==> config.mk <==
export PLATFORM = sky130hd
export DESIGN_NAME = prefetch_queue
export DESIGN_NICKNAME = d
export VERILOG_FILES = /design/src/rtl/prefetch_pkg.sv /design/src/rtl/prefetch_byte_ring.sv /design/src/rtl/prefetch_queue.sv
export SDC_FILE = /design/constraint.sdc
export NUM_CORES = 1
export LEC_CHECK = 0
export ABC_AREA = 1
export CAP_MARGIN = 20
export CORE_MARGIN = 5
export CORE_UTILIZATION = 35
export DETAILED_ROUTE_END_ITERATION = 12
export DONT_BUFFER_PORTS = 1
export SETUP_SLACK_MARGIN = 0.3
export SLEW_MARGIN = 0
export SYNTH_ARGS = -nofsm -noshare
export SYNTH_HDL_FRONTEND = slang
export SYNTH_SLANG_ARGS = --single-unit
==> constraint.sdc <==
create_clock -name clk -period 3.1 [get_ports clk]
set_input_delay 0.155 -clock clk [delete_from_list [all_inputs] [get_ports clk]]
set_output_delay 0.155 -clock clk [all_outputs]
set_load 0.01 [all_outputs]
==> src/rtl/prefetch_pkg.sv <==
// Shared types and address helpers for the instruction prefetch queue.
package prefetch_pkg;

    typedef enum logic [1:0] {
        IDLE    = 2'd0,
        FETCH   = 2'd1,
        DISCARD = 2'd2
    } pf_state_t;

    // Real-mode physical address: (cs << 4) + ip, wrapping at 1 MiB.
    function automatic logic [19:0] phys_addr(input logic [15:0] cs, input logic [15:0] ip);
        return {cs, 4'h0} + {4'h0, ip};
    endfunction

    function automatic logic [18:0] word_addr(input logic [15:0] cs, input logic [15:0] ip);
        return 19'(phys_addr(cs, ip) >> 1);
    endfunction

endpackage

==> src/rtl/prefetch_byte_ring.sv <==
// Circular byte buffer: 0/1/2-byte push and pop per cycle, level count and
// a two-byte head peek. Pointers wrap modulo DEPTH, so DEPTH need not be a power of two.
module prefetch_byte_ring #(
    parameter int unsigned DEPTH = 8
) (
    input  logic                         clk,
    input  logic                         reset,
    input  logic                         flush,
    input  logic [1:0]                   push_cnt,
    input  logic [15:0]                  push_data,
    input  logic [1:0]                   pop_cnt,
    output logic [$clog2(DEPTH+1)-1:0]   level,
    output logic [15:0]                  head
);

    localparam int unsigned PW = $clog2(DEPTH);
    localparam int unsigned LW = $clog2(DEPTH + 1);

    logic [7:0]    mem [DEPTH];
    logic [PW-1:0] wr_ptr, rd_ptr, wr_ptr1, rd_ptr1;

    function automatic logic [PW-1:0] ptr_add(input logic [PW-1:0] p, input logic [1:0] n);
        int unsigned s;
        s = 32'(p) + 32'(n);
        if (s >= DEPTH) s = s - DEPTH;
        return PW'(s);
    endfunction

    always_comb begin
        wr_ptr1 = ptr_add(wr_ptr, 2'd1);
        rd_ptr1 = ptr_add(rd_ptr, 2'd1);
    end

    always_ff @(posedge clk) begin
        if (!flush) begin
            if (push_cnt != 2'd0) mem[wr_ptr]  <= push_data[7:0];
            if (push_cnt == 2'd2) mem[wr_ptr1] <= push_data[15:8];
        end
    end

    always_ff @(posedge clk or posedge reset) begin
        if (reset) begin
            wr_ptr <= '0;
            rd_ptr <= '0;
            level  <= '0;
        end else if (flush) begin
            wr_ptr <= '0;
            rd_ptr <= '0;
            level  <= '0;
        end else begin
            wr_ptr <= ptr_add(wr_ptr, push_cnt);
            rd_ptr <= ptr_add(rd_ptr, pop_cnt);
            level  <= level + LW'(push_cnt) - LW'(pop_cnt);
        end
    end

    // Lanes beyond the current fill level read as zero.
    always_comb begin
        head[7:0]  = (level >= LW'(1)) ? mem[rd_ptr]  : 8'h00;
        head[15:8] = (level >= LW'(2)) ? mem[rd_ptr1] : 8'h00;
    end

endmodule

==> src/rtl/prefetch_queue.sv <==
// Instruction prefetch front-end: word fetches at CS:IP into a byte ring with a 2-byte read port.
// Optional PREFETCH_STATS_EN adds saturating fetch/discard counters.
module prefetch_queue
    import prefetch_pkg::*;
#(
    parameter int unsigned DEPTH    = 8,
    parameter logic [15:0] RESET_CS = 16'hFFFF,
    parameter logic [15:0] RESET_IP = 16'h0000
) (
    input  logic                         clk,
    input  logic                         reset,
    input  logic                         load_new_ip,
    input  logic [15:0]                  new_cs,
    input  logic [15:0]                  new_ip,
    output logic [18:0]                  mem_addr,
    output logic                         mem_access,
    input  logic                         mem_ack,
    input  logic [15:0]                  mem_data,
    output logic [15:0]                  rd_data,
    output logic [$clog2(DEPTH+1)-1:0]   rd_level,
    input  logic [1:0]                   rd_pop,
    output logic [15:0]                  rd_ip
`ifdef PREFETCH_STATS_EN
    ,
    output logic [31:0]                  stat_fetches,
    output logic [15:0]                  stat_discards
`endif
);

    localparam int unsigned LW = $clog2(DEPTH + 1);

    pf_state_t     state, state_next;
    logic [15:0]   cs, fetch_ip;
    logic [18:0]   addr_q, cur_word;
    logic [LW-1:0] free_bytes;
    logic          issue, accept, drop;
    logic [1:0]    push_cnt, pop_req, pop_eff;
    logic [15:0]   push_data;

    always_comb begin
        cur_word   = word_addr(cs, fetch_ip);
        free_bytes = LW'(DEPTH) - rd_level;
        issue      = (state == IDLE) && !load_new_ip &&
                     (free_bytes >= (fetch_ip[0] ? LW'(1) : LW'(2)));
        accept     = (state == FETCH) && mem_ack && !load_new_ip;
        drop       = mem_ack && ((state == DISCARD) || ((state == FETCH) && load_new_ip));
        push_cnt   = accept ? (fetch_ip[0] ? 2'd1 : 2'd2) : 2'd0;
        push_data  = fetch_ip[0] ? {8'h00, mem_data[15:8]} : mem_data;
        pop_req    = (rd_pop > 2'd2) ? 2'd2 : rd_pop;
        if (load_new_ip)
            pop_eff = 2'd0;
        else if (LW'(pop_req) > rd_level)
            pop_eff = rd_level[1:0];
        else
            pop_eff = pop_req;
    end

    always_ff @(posedge clk or posedge reset) begin
        if (reset) state <= IDLE;
        else       state <= state_next;
    end

    always_comb begin
        state_next = state;
        unique case (state)
            IDLE:    if (issue) state_next = FETCH;
            FETCH:   if (mem_ack) state_next = IDLE;
                     else if (load_new_ip) state_next = DISCARD;
            DISCARD: if (mem_ack) state_next = IDLE;
            default: state_next = IDLE;
        endcase
    end

    // Bus address is latched at issue so a redirect cannot disturb an in-flight access.
    always_comb begin
        mem_access = (state != IDLE);
        mem_addr   = (state == IDLE) ? cur_word : addr_q;
    end

    always_ff @(posedge clk or posedge reset) begin
        if (reset) begin
            cs       <= RESET_CS;
            fetch_ip <= RESET_IP;
            rd_ip    <= RESET_IP;
            addr_q   <= '0;
        end else begin
            if (issue) addr_q <= cur_word;
            if (load_new_ip) begin
                cs       <= new_cs;
                fetch_ip <= new_ip;
                rd_ip    <= new_ip;
            end else begin
                if (accept) fetch_ip <= fetch_ip + 16'(push_cnt);
                rd_ip <= rd_ip + 16'(pop_eff);
            end
        end
    end

    always_ff @(posedge clk) begin
        if (!reset && !load_new_ip)
            assert (LW'(rd_pop) <= rd_level);
    end

    prefetch_byte_ring #(
        .DEPTH(DEPTH)
    ) u_ring (
        .clk      (clk),
        .reset    (reset),
        .flush    (load_new_ip),
        .push_cnt (push_cnt),
        .push_data(push_data),
        .pop_cnt  (pop_eff),
        .level    (rd_level),
        .head     (rd_data)
    );

`ifdef PREFETCH_STATS_EN
    always_ff @(posedge clk or posedge reset) begin
        if (reset) begin
            stat_fetches  <= '0;
            stat_discards <= '0;
        end else begin
            if (accept && (stat_fetches != '1))  stat_fetches  <= stat_fetches + 32'd1;
            if (drop && (stat_discards != '1))   stat_discards <= stat_discards + 16'd1;
        end
    end
`endif

endmodule
==> Implementation_results.wiki <==
{| class="wikitable"
! Metric !! Value
|-
| Avg Inst Size Synth || 7.659 um^2
|-
| TritonCTS clock tree || built
|-
| Number of cell rows || a little under 60
|-
| Leading area contributor after synthesis || sky130_fd_sc_hd__edfxtp_1
|-
| Placed wire-length estimate after detailed placement || 19570 um
|-
| Number of global-route vias before repair || 7658
|-
| Headroom to the max-slew limit || around 40%
|-
| Total I/O pin count || 110
|-
| Count of flip-flops with a built-in enable after synthesis || 64
|-
| Core region area || 26060 um^2
|-
| Count of clock tree sinks || 143
|-
| Cell area reported after detailed placement || between 9000 and 10000 um^2
|-
| Peak fanout along the critical path || 3
|-
| Number of warning messages in the yosys log || 0
|-
| Setup crit end kind || flip-flop
|-
| Pin count of the biggest net entering global routing || 80
|-
| Clk Tree Root Cell || sky130_fd_sc_hd__clkbuf_16
|-
| Final setup violating endpoints || 0
|-
| Clock period minus worst slack || between 2 and 3 ns
|-
| Sequential cell area || 3921 um^2
|-
| First drt pass iteration count || 8
|-
| Final period util || between 80 and 90%
|-
| Detailed router's first-iteration violation count || 725
|-
| Pwr Density || 755.4 nW/um^2
|-
| Insertion delay of the later-clocked pin in the worst-skew pair || 0.42 ns
|-
| Maximum buffer depth of the clock tree || 2
|-
| Reg-to-reg slack, setup || 0.31 ns
|-
| Top cell types by occurrence after synthesis || 349 x sky130_fd_sc_hd__nand2_1, 161 x sky130_fd_sc_hd__o21ai_0, 120 x sky130_fd_sc_hd__inv_1
|-
| Fraction of power consumed by combinational cells || between 40% and 50%
|-
| Top-count cell post-synth || sky130_fd_sc_hd__nand2_1
|-
| Setup crit start || u_ring.level[1]
|-
| Count of buffers from port buffering || 0
|-
| Area of all placed cells without fillers || between 10000 and 15000 um^2
|-
| Routability-driven placement congestion ratio || 0.8987
|-
| Total chip power || a little over 8000 uW
|-
| Die footprint || between 20000 and 30000 um^2
|-
| Switching power || 3471 uW
|-
| End of the critical path || u_ring.level[3]
|-
| Type of the worst min-delay path || primary input to flip-flop
|-
| Total area of multi-input combinational cells || 4808 um^2
|-
| P&R area growth vs syn || 17.11%
|-
| Share of the yosys chip area belonging to registers || 42.32%
|-
| Total number of vias || 8250
|-
| Reg2reg start || u_ring.level[1]
|-
| Upper clock frequency limit || between 300 and 400 MHz
|-
| Remaining design rule violation count || 0
|-
| Count of unique library cells instantiated by Yosys || 49
|-
| Horizontal die dimension || about 170 um
|-
| Synthesis-stage register bit count || roughly 140
|-
| Fraction of final layout cells with drive strength greater than 1 || 12.64%
|-
| Maxcap violations || 0
|-
| Primary flip-flop cell chosen by synthesis mapping || sky130_fd_sc_hd__edfxtp_1
|-
| Final-report max-slew violation count || 0
|-
| Final-report hold violation count || 1
|-
| Layout Nets || ~1.3k
|-
| Post-Route Skew || 0.01255 ns
|-
| Fill cells || approximately 2.6k
|-
| Clock share of power || roughly a quarter
|-
| Worst Hold Margin || -0.005645 ns
|-
| Clock-pin slew on the worst setup and hold paths || 0.06 ns
|-
| Avg WL per Cell || ~17 um
|-
| Leakage power figure || 0.004877 uW
|-
| Proportion of netlist area held by the largest area contributor || 20.75%
|-
| Global-route congestion overflow total || 0
|-
| First-pass GRT wire length || 42490 um
|-
| Synthesized netlist cell count || 1209
|-
| Number of CTS-inserted buffers || 17
|-
| Inserted Diodes || 0
|-
| Mean number of vias per cell || 5.179
|-
| Effective utilization at floorplan || 35.54%
|-
| Floorplan die height || 172.7 um
|-
| Post-synth net total || 1303
|-
| Category of the most critical setup path || flip-flop to flip-flop
|-
| Reg-to-Reg End || u_ring.level[3]
|-
| Type of origin of the critical path || flip-flop
|-
| Total wirelength of the detailed-routed design || 27420 um
|-
| Antenna violations before repair || 1
|-
| Actual slew at the worst max-slew pin || 0.8850 ns
|-
| Number of cells traversed by the worst register-to-register path || 16
|-
| Data arrival at the endpoint of the critical path || about 3.1 ns
|-
| Top cells by area in the synthesized netlist || sky130_fd_sc_hd__edfxtp_1 21%, sky130_fd_sc_hd__dfrtp_1 17%, sky130_fd_sc_hd__nand2_1 14%
|-
| Sequential share of power || 31.0%
|-
| Maximum vdd ir drop || 0.3337 mV
|-
| Sw Share || 42.37%
|-
| Maximum level of the CTS H-tree || 4
|-
| Internal Pwr Total || 4720 uW
|-
| All-Layer GR Usage || 17.60%
|-
| Antenna Violating Nets Remaining || 0
|-
| Post-Syn Area || about 9000 um^2
|-
| Violated checks || hold timing
|-
| Async set-reset flop share out of synthesis || 55.24%
|-
| Final-layout setup total negative slack || 0 ns
|-
| RSZ-0062 raised after global routing || true
|-
| Status || complete, but fails checks
|-
| Required time reported for the critical path endpoint || 3.45 ns
|}
## state kept, by name, indices dropped and copies added (netlist names)
name           flops
addr_q            19
cs                16
fetch_ip          16
rd_ip             16
state              2
u_ring.level       4
u_ring.mem        64
u_ring.rd_ptr      3
u_ring.wr_ptr      3
## per-stage QoR
step                hold WS [ns]  utilization, %  setup WS, ns  std cells
floorplan                 0.2390               -        0.3062       1209
global placement          0.1891           37.15        0.1470       1519
detailed placement        0.1958           37.15       0.07798       1519
CTS                    0.0002861           41.18        0.2727       1592
global route            0.002090           41.61        0.1639       1593
finish                 -0.005645           41.61        0.3145       1593
## how the worst min path moves through the flow
stage / slack, ns / cells past startpoint / to / startpoint
2_1_floorplan: 0.24 / 1 / state[0] / mem_ack
3_3_place_gp: 0.19 / 1 / addr_q[0] / reset
3_5_place_dp: 0.20 / 1 / addr_q[0] / reset
4_1_cts: 0.0003 / 2 / rd_ip[2] / new_ip[2]
5_1_grt: 0.002 / 2 / rd_ip[2] / new_ip[2]
6_report: -0.006 / 2 / rd_ip[2] / new_ip[2]
## cell usage in the layout (no fill, tap or decap), types with 4 or more instances in the layout
cell type / count
sky130_fd_sc_hd__nor2_1: 76
sky130_fd_sc_hd__o21ai_2: 17
sky130_fd_sc_hd__nand4_1: 9
sky130_fd_sc_hd__nand2_2: 7
sky130_fd_sc_hd__edfxtp_1: 64
sky130_fd_sc_hd__dfrtp_1: 61
sky130_fd_sc_hd__nand3_1: 81
sky130_fd_sc_hd__o21bai_1: 5
sky130_fd_sc_hd__inv_1: 110
sky130_fd_sc_hd__clkinvlp_4: 4
sky130_fd_sc_hd__a211oi_1: 5
sky130_fd_sc_hd__o221a_2: 7
sky130_fd_sc_hd__xor2_1: 11
sky130_fd_sc_hd__clkinv_4: 4
sky130_fd_sc_hd__nand2_1: 346
sky130_fd_sc_hd__ha_1: 30
sky130_fd_sc_hd__nor2_2: 5
sky130_fd_sc_hd__dlygate4sd3_1: 34
sky130_fd_sc_hd__o21ai_1: 6
sky130_fd_sc_hd__a21oi_1: 59
sky130_fd_sc_hd__inv_2: 9
sky130_fd_sc_hd__nand4_4: 4
sky130_fd_sc_hd__clkbuf_16: 17
sky130_fd_sc_hd__fa_1: 6
sky130_fd_sc_hd__nor3_1: 14
sky130_fd_sc_hd__nor2_4: 5
sky130_fd_sc_hd__dfstp_2: 16
sky130_fd_sc_hd__o21ai_0: 156
sky130_fd_sc_hd__buf_4: 30
## per-layer routing
metal  track usage [%]  up-vias  part of all wire [%]
li1                  -     4118                     -
met1             25.14     3841                    46
met2             27.32      259                    45
met3             3.646       30                   6.7
met4             4.586        2                   1.8
met5                 0        -                 0.047
## final cells by class
| class | instances | share of cell area (%) |
|---|---|---|
| Clock buffer | 17 | 3.923 |
| Clock inverter | 15 | 1.719 |
| Inverter | 126 | 4.488 |
| Multi-Input combinational cell | 891 | 44.34 |
| Sequential cell | 143 | 36.16 |
| Tap cell | 335 | 3.865 |
| Timing Repair Buffer | 66 | 5.504 |
## critical path: stages, from the launching register on
cell and delay (ns):
sky130_fd_sc_hd__dfrtp_2 0.38, sky130_fd_sc_hd__inv_4 0.05, sky130_fd_sc_hd__ha_4 0.26, sky130_fd_sc_hd__inv_2 0.03, sky130_fd_sc_hd__o21bai_1 0.14, sky130_fd_sc_hd__and2_4 0.19
sky130_fd_sc_hd__inv_4 0.05, sky130_fd_sc_hd__nor2_4 0.11, sky130_fd_sc_hd__nor3_4 0.06, sky130_fd_sc_hd__buf_6 0.12, sky130_fd_sc_hd__fa_1 0.55, sky130_fd_sc_hd__inv_2 0.06
sky130_fd_sc_hd__ha_4 0.20, sky130_fd_sc_hd__a21o_1 0.18, sky130_fd_sc_hd__a21oi_2 0.14, sky130_fd_sc_hd__o21ai_1 0.08, sky130_fd_sc_hd__a21oi_1 0.12
## cell families after synthesis
logic type                 share of synthesized area, %
DFF                                               42.32
and+or+nand+nor                                   25.78
adders and majority gates                         5.972
buffers and inverters                             7.323
AOI/OAI and AO/OA                                 16.89
xor gates and xnor gates                          1.716
## power groups by stage
stage          clock (uW)  sequential, uW  combinational [uW]
4_1_cts              2200            2530                3420
2_1_floorplan           0            2510                2480
5_1_grt              2280            2580                3940
3_3_place_gp            0            2560                3230
3_5_place_dp            0            2570                3280
6_report             2170            2540                3480
## timing repair
item / in CTS / in global routing
hold endpoints to repair: 81 / 0
hold buffers: 35 / 0
setup buffers: 6 / 1
resized for setup: 14 / 26
pin swaps: 9 / 16
setup endpoints to repair: 8 / 23
Power figures use the tool's default switching activity.
